<file path="src/rtl/div_seq_ctrl_if.sv">
// Job interface of the divider sequencer.
//   cfg_valid / cfg_ready : job request handshake (accepted when both are high at a clk edge)
//   cfg_gap               : idle cycles between consecutive c_up pulses
//   cfg_periods           : dclk periods to run for the job
//   abort                 : stop the current job
//   busy                  : sequencer is not idle
//   done / aborted        : one-cycle completion pulses
//   per_cnt               : dclk periods completed in the current or last job
// master: the requesting control logic. slave: the sequencer.
interface div_seq_ctrl_if #(
    parameter int unsigned GW = 4,
    parameter int unsigned PW = 8
);
    logic          cfg_valid;
    logic          cfg_ready;
    logic [GW-1:0] cfg_gap;
    logic [PW-1:0] cfg_periods;
    logic          abort;
    logic          busy;
    logic          done;
    logic          aborted;
    logic [PW-1:0] per_cnt;

    modport master (
        output cfg_valid,
        output cfg_gap,
        output cfg_periods,
        output abort,
        input  cfg_ready,
        input  busy,
        input  done,
        input  aborted,
        input  per_cnt
    );

    modport slave (
        input  cfg_valid,
        input  cfg_gap,
        input  cfg_periods,
        input  abort,
        output cfg_ready,
        output busy,
        output done,
        output aborted,
        output per_cnt
    );
endinterface

</file>
<file path="src/rtl/div_seq_ctrl.sv">
// Sequencer for a six-state one-hot event divider (one dclk period per 6 c_up pulses).
// A job is accepted over a valid/ready handshake; the sequencer clears the divider, paces
// c_up pulses with a programmable gap, counts dclk periods and reports done after the
// requested count, or aborted on request. It is the sole driver of the divider's c_up/clr.
// Ports:
//   clk    in   system clock, rising edge
//   rst_b  in   synchronous active-low reset
//   job    slave modport of div_seq_ctrl_if (config handshake, abort, status)
//   dclk   in   divider output, high while the divider sits in its first state
//   c_up   out  count pulse to the divider
//   clr    out  clear to the divider (forces it to its first state)
module div_seq_ctrl #(
    parameter int unsigned GW = 4,
    parameter int unsigned PW = 8
) (
    input  logic           clk,
    input  logic           rst_b,
    div_seq_ctrl_if.slave  job,
    input  logic           dclk,
    output logic           c_up,
    output logic           clr
);

    typedef enum logic [2:0] {
        StIdle,
        StClear,
        StRun,
        StDone,
        StAbort
    } state_e;

    localparam logic [PW:0] PerOne = {{PW{1'b0}}, 1'b1};

    state_e        state_q, state_d;
    logic [GW-1:0] gap_cnt_q, gap_cnt_d;
    logic [GW-1:0] cfg_gap_q, cfg_gap_d;
    logic [PW-1:0] cfg_per_q, cfg_per_d;
    logic [PW-1:0] per_cnt_q, per_cnt_d;
    logic          dclk_q, dclk_d;

    logic          rise;
    logic          last_period;
    logic [PW:0]   per_next_w;
    logic [PW-1:0] per_inc;

    logic          cfg_ready;
    logic          busy;
    logic          done;
    logic          aborted;

    // Period arithmetic is done one bit wider so the completion compare cannot wrap,
    // and the carry out doubles as the saturation flag.
    always_comb begin
        rise        = dclk & ~dclk_q;
        per_next_w  = {1'b0, per_cnt_q} + PerOne;
        last_period = (per_next_w == {1'b0, cfg_per_q});
        per_inc     = per_next_w[PW] ? per_cnt_q : per_next_w[PW-1:0];
    end

    always_comb begin
        state_d   = state_q;
        gap_cnt_d = gap_cnt_q;
        cfg_gap_d = cfg_gap_q;
        cfg_per_d = cfg_per_q;
        per_cnt_d = per_cnt_q;
        dclk_d    = dclk_q;
        c_up      = 1'b0;
        clr       = 1'b0;
        done      = 1'b0;
        aborted   = 1'b0;
        cfg_ready = 1'b0;
        busy      = (state_q != StIdle);

        unique case (state_q)
            StIdle: begin
                cfg_ready = 1'b1;
                // abort is deliberately not looked at here.
                if (job.cfg_valid) begin
                    cfg_gap_d = job.cfg_gap;
                    cfg_per_d = job.cfg_periods;
                    per_cnt_d = '0;
                    state_d   = StClear;
                end
            end

            StClear: begin
                clr       = 1'b1;
                gap_cnt_d = '0;
                // Divider is forced to its dclk-high state, so start the edge detector there.
                dclk_d    = 1'b1;
                if (job.abort) begin
                    state_d = StAbort;
                end else if (cfg_per_q == '0) begin
                    state_d = StDone;
                end else begin
                    state_d = StRun;
                end
            end

            StRun: begin
                dclk_d = dclk;
                // Suppress the pulse on the final rise so the divider is left at rest.
                c_up   = (gap_cnt_q == '0) && !(rise && last_period);
                if (gap_cnt_q == '0) begin
                    gap_cnt_d = cfg_gap_q;
                end else begin
                    gap_cnt_d = gap_cnt_q - 1'b1;
                end
                if (rise) begin
                    per_cnt_d = per_inc;
                end
                // Abort wins over completion in the same cycle.
                if (job.abort) begin
                    state_d = StAbort;
                end else if (rise && last_period) begin
                    state_d = StDone;
                end
            end

            StDone: begin
                done    = 1'b1;
                state_d = StIdle;
            end

            StAbort: begin
                clr     = 1'b1;
                aborted = 1'b1;
                state_d = StIdle;
            end

            default: begin
                state_d = StIdle;
            end
        endcase
    end

    always_ff @(posedge clk) begin
        if (!rst_b) begin
            state_q   <= StIdle;
            gap_cnt_q <= '0;
            cfg_gap_q <= '0;
            cfg_per_q <= '0;
            per_cnt_q <= '0;
            dclk_q    <= 1'b1;
        end else begin
            state_q   <= state_d;
            gap_cnt_q <= gap_cnt_d;
            cfg_gap_q <= cfg_gap_d;
            cfg_per_q <= cfg_per_d;
            per_cnt_q <= per_cnt_d;
            dclk_q    <= dclk_d;
        end
    end

    assign job.cfg_ready = cfg_ready;
    assign job.busy      = busy;
    assign job.done      = done;
    assign job.aborted   = aborted;
    assign job.per_cnt   = per_cnt_q;

endmodule
</file>
<file path="src/flat_wrapper.sv">
// flat-port wrapper written by rule: the top's interface ports become plain ports
module div_seq_ctrl_flat 
#(
    parameter int unsigned GW = 4,
    parameter int unsigned PW = 8
)
  (clk, rst_b, dclk, c_up, clr, job_cfg_valid, job_cfg_gap, job_cfg_periods, job_abort, job_cfg_ready, job_busy, job_done, job_aborted, job_per_cnt);
  div_seq_ctrl_if #(.GW(GW), .PW(PW)) job_i ();
  input  logic clk;
  input  logic rst_b;
  input  logic dclk;
  output logic c_up;
  output logic clr;
  input wire logic [$bits(job_i.cfg_valid)-1:0] job_cfg_valid;
  input wire logic [$bits(job_i.cfg_gap)-1:0] job_cfg_gap;
  input wire logic [$bits(job_i.cfg_periods)-1:0] job_cfg_periods;
  input wire logic [$bits(job_i.abort)-1:0] job_abort;
  output wire logic [$bits(job_i.cfg_ready)-1:0] job_cfg_ready;
  output wire logic [$bits(job_i.busy)-1:0] job_busy;
  output wire logic [$bits(job_i.done)-1:0] job_done;
  output wire logic [$bits(job_i.aborted)-1:0] job_aborted;
  output wire logic [$bits(job_i.per_cnt)-1:0] job_per_cnt;
  assign job_i.cfg_valid = job_cfg_valid;
  assign job_i.cfg_gap = job_cfg_gap;
  assign job_i.cfg_periods = job_cfg_periods;
  assign job_i.abort = job_abort;
  assign job_cfg_ready = job_i.cfg_ready;
  assign job_busy = job_i.busy;
  assign job_done = job_i.done;
  assign job_aborted = job_i.aborted;
  assign job_per_cnt = job_i.per_cnt;
  div_seq_ctrl #(.GW(GW), .PW(PW)) u_core (.clk(clk), .rst_b(rst_b), .job(job_i), .dclk(dclk), .c_up(c_up), .clr(clr));
endmodule
</file>
<file path="config.mk">
export PLATFORM = sky130hd
export DESIGN_NAME = div_seq_ctrl_flat
export DESIGN_NICKNAME = d
export VERILOG_FILES = /design/src/rtl/div_seq_ctrl_if.sv /design/src/rtl/div_seq_ctrl.sv /design/src/flat_wrapper.sv
export SDC_FILE = /design/constraint.sdc
export NUM_CORES = 1
export LEC_CHECK = 0
export BUFFER_PORTS_ARGS = -buffer_cell sky130_fd_sc_hd__buf_4
export CAP_MARGIN = 5
export CORE_ASPECT_RATIO = 0.7
export CORE_MARGIN = 1
export CORE_UTILIZATION = 50
export DETAILED_ROUTE_END_ITERATION = 10
export PLACE_DENSITY_LB_ADDON = 0.12
export SYNTH_ARGS = -nofsm -noshare
export SYNTH_HDL_FRONTEND = slang
export SYNTH_SLANG_ARGS = --single-unit
</file>
<file path="constraint.sdc">
create_clock -name clk -period 1.9 [get_ports clk]
set_input_delay 0.095 -clock clk [delete_from_list [all_inputs] [get_ports clk]]
set_output_delay 0.095 -clock clk [all_outputs]
set_load 0.01 [all_outputs]
</file>
==> qor.yml, run 1 <==
start_util: 0.5354
timing.hold.ws_ns: 0.02478
synth-seq-cells: 28
dp_hpwl_mm: 2.664
clkTransAtPathRegs_ns: 0.10
finalSetupTns_ns: -0.1421
grt_pass1_vias: 1299
htree_levels: 1
grt_pass1_wl_mm: 6.099
die_w_um: 68.18
register_area_um2: 566.8
track_usage: 0.2472
ir_drop_mv: 0.3089
grt_util_met2: 0.3546
crit_type: "flop to primary output"
wl_per_cell_um: 14.54
ant_nets: 0
die_h_um: 48.33
fillCellCount: 251
ys.warnings.count: 0
core-area_um2: 2863
grt.busiest_layer: "met1"
fin_cells: 263
drc: 0
use_met3: 0.06604
leakagePower_nw: 0.7371
setup_viol: 1
hold_viol_final: 0
clk_latency_ns: 0.28
hold_path.class: "input port to flop"
first_pass_iters: 4
worstSetupEndpointType: "primary output"
nets: 248
rsz0062_at_grt: "true"
place_inst: 256
vias: 1485
powerDensity_nw_per_um2: 638.8
antenna_found_initial: 0
globalplace.congestion: 0.9047
use_met1: 0.3674
arrival_ns: 1.95
cts_tree: "done"
violations: "setup timing"
hold_depth: 2
cts_sinks: 28
max_freq_ghz: 0.4897
grt_start_max_net_pins: 18
cts-root-buf: "clkbuf_8"
crit_path_max_fanout: 8
area_delta_synth_final_pct: 24.25
slew_headroom: 0.6789
setup_slack_ns: -0.1421
multi_input_comb_area_um2: 923.4
min_period_ns: 2.042
fin_crit_sh: 1.075
grt_overflow: 0
fin_total_pwr_mw: 1.217
wl_mm: 3.825
vias_per_cell: 5.646
critPathRequiredTime_ns: 1.80
cts_buffers: 3
ys_types: 41
syn-num-nets: 214
io_pins: 31
utilization: 0.6652
outcome: "complete, but fails checks"
max_slew.worst_pin.slew_ns: 0.4773
finClkSkew_ns: 0.01150
synth_area_um2: 1533
io_buffers: 30
drtIter0Drc: 114
drive_above_1_share: 0.2423
clk_path_buf_depth: 2
r2r_cells: 8
maxCapViolations: 0
seq_area_frac_synth: 0.3657
synth_area_per_cell_um2: 7.901
dieArea_um2: 3295
critical_path.startpoint_type: "flop"
synthCells: 194
n_antenna_cell: 0
finalMaxSlewViolations: 0
fp-row-count: 16
metrics by stage:
step | setup slack (ns) | area [um^2]
finish | -0.1421 | 1904
global route | -0.2772 | 1904
CTS | -0.1013 | 1852
detailed placement | 0.1649 | 1783
global placement | 0.2096 | 1783
floorplan | 0.1804 | 1533
routing by layer:
layer  vias to the layer above  wire length, um
met5                         -                0
met4                         0               40
met3                         6              246
met2                        60             1743
met1                       686             1795
li1                        733                -
sequential cells by signal, indices dropped and copies added, names as in the netlist:
signal              flops
u_core.cfg_per_q        8
u_core.job.per_cnt      8
u_core.cfg_gap_q        4
u_core.gap_cnt_q        4
u_core.state_q          3
u_core.dclk_q           1
final timing paths:
kind | to | from | slack [ns]
hold / removal | u_core.state_q[1] | job_abort | 0.02
setup reg to reg | u_core.state_q[0] | u_core.job.per_cnt[1] | 0.19
hold reg to reg | u_core.cfg_gap_q[0] | u_core.cfg_gap_q[0] | 0.46
setup / recovery | c_up | u_core.job.per_cnt[4] | -0.14
repair_timing:
item                                    CTS  global route
endpoints found under the setup margin    1             1
hold buffers                              1             0
pin swaps                                 1             5
setup buffers                             0             2
endpoints found under the hold margin     1             0
gates resized for setup                   2             8
placed cells by master (no fill, tap or decap), types with 4 or more instances in the layout:
cell       n
nor2_1    15
a21oi_1   25
dfxtp_1   25
xnor2_1   12
clkbuf_8   4
o21ai_1    4
nand2_1   39
buf_4     37
nand3_1    5
nor3_1     4
where the power goes:
group | leakage, nW | switching (mW) | internal [mW]
Sequential | 0.230 | 0.0309 | 0.608
Clock | 0.0288 | 0.181 | 0.186
Combinational | 0.479 | 0.113 | 0.0977
Total | 0.737 | 0.325 | 0.892
logic make-up after synthesis:
logic type | share of synthesized area
AND/OR/NAND/NOR | 0.2955
AO/OA/AOI/OAI | 0.1633
flip-flops | 0.3657
XOR/XNOR | 0.09143
buffers and inverters | 0.05224
adder cells (fa/ha/maj) | 0.02449
multiplexers | 0.007346
layout make-up:
| type | instances | area share |
|---|---|---|
| Sequential cell | 28 | 0.2976 |
| Multi-Input combinational cell | 152 | 0.4849 |
| Inverter | 4 | 0.007884 |
| Clock buffer | 4 | 0.02891 |
| Timing Repair Buffer | 39 | 0.1570 |
| Tap cell | 36 | 0.02365 |
cell usage after synthesis (all sizes together):
library cell | n | area share
and3 | 1 | 0.0041
nor2b | 3 | 0.012
nand2b | 1 | 0.0041
o22ai | 1 | 0.0041
nor2 | 16 | 0.039
nand3 | 6 | 0.023
a311oi | 1 | 0.0057
ha | 3 | 0.024
o211ai | 4 | 0.029
xor2 | 4 | 0.023
nor4 | 4 | 0.020
nand2 | 39 | 0.096
a21oi | 25 | 0.082
dfxtp | 28 | 0.37
or4 | 3 | 0.015
and2b | 1 | 0.0049
nand4b | 1 | 0.0057
clkbuf | 3 | 0.0073
mux2 | 1 | 0.0073
buf | 7 | 0.035
nand3b | 1 | 0.0049
nor3 | 5 | 0.020
nand4 | 2 | 0.0082
clkinv | 1 | 0.0024
a22oi | 1 | 0.0049
inv | 3 | 0.0073
nor3b | 2 | 0.017
a41o | 1 | 0.0065
xnor2 | 12 | 0.069
or3 | 2 | 0.0082
o21ai | 6 | 0.020
and2 | 3 | 0.014
a31oi | 3 | 0.012
worst max-delay path, stage by stage, from the launching register on:
cell and delay, ns:
dfxtp_1 0.48, nand4_1 0.28, o211ai_1 0.36, nor4_4 0.08, a311oi_1 0.30, buf_4 0.17
(Power assumes the default switching activity.)
==> inputs of run 2 (changes only) <==
REMOVE_ABC_BUFFERS = 1   (was unset)
==> run 2 against run 1 <==
  * Global-route usage is essentially flat
  * Combinational power down 3%
  * Core utilization up 0.39 points
  * Flip-flop and latch count is the same
  * Worst setup slack better by 0.086 ns
  * Critical endpoint unchanged
  * The flow still finishes with violations (setup timing)
  * Highest routed layer unchanged
==> qor.yml, run 2 (synthesis results as in run 1) <==
outcome: "complete, but fails checks"
violations: "setup timing"
setup_viol: 1  # unchanged
start_util: 0.5354  # unchanged
drtIter0Drc: 128  # +12%
finalMaxSlewViolations: 0  # unchanged
leakagePower_nw: 0.7316  # -0.74%
mostFrequentLayoutCells: "nand2_1 (39), buf_4 (36), a21oi_1 (25), dfxtp_1 (23), nor2_1 (13)"
powerDensity_nw_per_um2: 691.3  # +8.2%
fp-row-count: 16  # unchanged
wl_mm: 3.867  # +1.1%
grt_overflow: 0  # unchanged
max_freq_ghz: 0.5114  # +4.4%
globalplace.congestion: 0.9330  # +3.1%
placed_area_um2: 1775  # -0.42%
vias_per_cell: 5.693  # +0.83%
die_w_um: 68.18  # unchanged
critical_path.startpoint_type: "flop"
clkTransAtPathRegs_ns: 0.10  # about the same
htree_levels: 1  # unchanged
clk_path_buf_depth: 2  # unchanged
crit_type: "flop to primary output"
cts_sinks: 28  # unchanged
max_slew.worst_pin.slew_ns: 0.4584  # -0.01885 ns
slew_headroom: 0.6940  # +0.01508
setup_slack_ns: -0.05555  # +0.08650 ns
place_inst: 255  # -0.39%
r2r_cells: 4  # -4
dieArea_um2: 3295  # unchanged
antenna_found_initial: 0  # unchanged
clk_latency_ns: 0.28  # about the same
area_delta_synth_final_pct: 24.98
timing.hold.ws_ns: 0.02110  # -0.003688 ns
critPathRequiredTime_ns: 1.80  # about the same
arrival_ns: 1.86  # -0.09 ns
fin_area_um2: 1916  # +0.59%
min_to: "u_core.state_q[1]"
finClkSkew_ns: 0.001822  # -0.009673 ns
drive_above_1_share: 0.2578  # +0.01549
ir_drop_mv: 0.4964  # +61%
track_usage: 0.2471  # about the same
utilization: 0.6691  # +0.003933
ant_nets: 0  # unchanged
finalSetupTns_ns: -0.05555  # +0.08650 ns
wl_per_cell_um: 14.82  # +1.9%
reg2reg_from: "u_core.state_q[1]"
first_pass_iters: 4  # unchanged
io_pins: 31  # unchanged
core-area_um2: 2863  # unchanged
hold_viol_final: 0  # unchanged
drc: 0  # unchanged
min_period_ns: 1.956  # -0.08650 ns
hold_path.class: "input port to flop"
maxCapViolations: 0  # unchanged
final_common_cell: "nand2_1"
fin_crit_sh: 1.029  # -0.04553
grt_start_max_net_pins: 25  # +7
n_antenna_cell: 0  # unchanged
hold_depth: 2  # unchanged
fin_cells: 261  # -0.76%
cts-root-buf: "clkbuf_8"
cts_tree: "done"
io_buffers: 30  # unchanged
dp_hpwl_mm: 2.825  # +6.0%
vias: 1486  # +0.067%
die_h_um: 48.33  # unchanged
nets: 246  # -0.81%
grt_pass1_wl_mm: 6.154  # +0.90%
rrSetupSlack_ns: 0.23  # +0.04 ns
rsz0062_at_grt: "true"
crit_path_max_fanout: 8  # unchanged
regToRegEndpoint: "u_core.job.per_cnt[6]"
worstSetupEndpointType: "primary output"
cts_buffers: 3  # unchanged
grt_pass1_vias: 1355  # +4.3%
hold_start: "job_abort"
[run 2: cell count changes in the layout (fill, tap and decap cells not counted), sizes merged]
cell    delta
buf        -2
bufinv     +1
clkbuf     -1
[run 2: worst max path at each step]
stage	cells past startpoint	to	slack, ns	startpoint
global placement	7	c_up	0.20	u_core.job.per_cnt[0]
finish	6	c_up	-0.06	u_core.job.per_cnt[3]
detailed placement	7	c_up	0.10	u_core.job.per_cnt[0]
floorplan	6	c_up	0.18	u_core.job.per_cnt[0]
global route	7	c_up	-0.16	u_core.job.per_cnt[1]
CTS	7	c_up	-0.006	u_core.job.per_cnt[1]
[run 2: metal layers]
layer	global-route usage	part of all wire	vias up
li1	-	-	731
met3	0.06604	0.080	8
met1	0.3509	0.46	686
met2	0.3709	0.45	61
met4	0.05208	0.015	0
met5	0	0	-
[run 2: area by class of cell]
| type | instances | area (um^2) |
|---|---|---|
| Multi-Input combinational cell | 152 | 937.1 |
| Sequential cell | 28 | 566.8 |
| Fill cell | 241 | 947.2 |
| Timing Repair Buffer | 37 | 280.3 |
| Inverter | 4 | 15.01 |
| Clock buffer | 3 | 41.29 |
| Tap cell | 36 | 45.04 |
| Clock inverter | 1 | 30.03 |
[run 2: through the flow]
step                      setup slack (ns)  power [mW]
final                             -0.05555       1.324
after global placement              0.1988      0.8475
after CTS                        -0.006079       1.331
after global routing               -0.1559       1.380
after detailed placement            0.1039      0.8557
after floorplan                     0.1804      0.7685
[run 2: critical path: stages, from the launching register on]
cell and delay, ns:
dfxtp_2 0.45, nand4_1 0.13, buf_4 0.18, o211ai_1 0.25
nor4_2 0.09, a311oi_1 0.30, buf_4 0.17
[run 2: power by group]
part	switching (mW)	leakage, nW	internal, mW
logic	0.107	0.466	0.0975
clock network	0.194	0.0357	0.282
registers	0.0332	0.230	0.610
[run 2: repair_timing]
item / 4_1_cts / 5_1_grt
hold buffers: 1 / 0
hold endpoints to repair: 1 / 0
pin swaps: 5 / 0
buffers inserted: 1 / 0
setup endpoints to repair: 1 / 1
gates resized for setup: 14 / 0
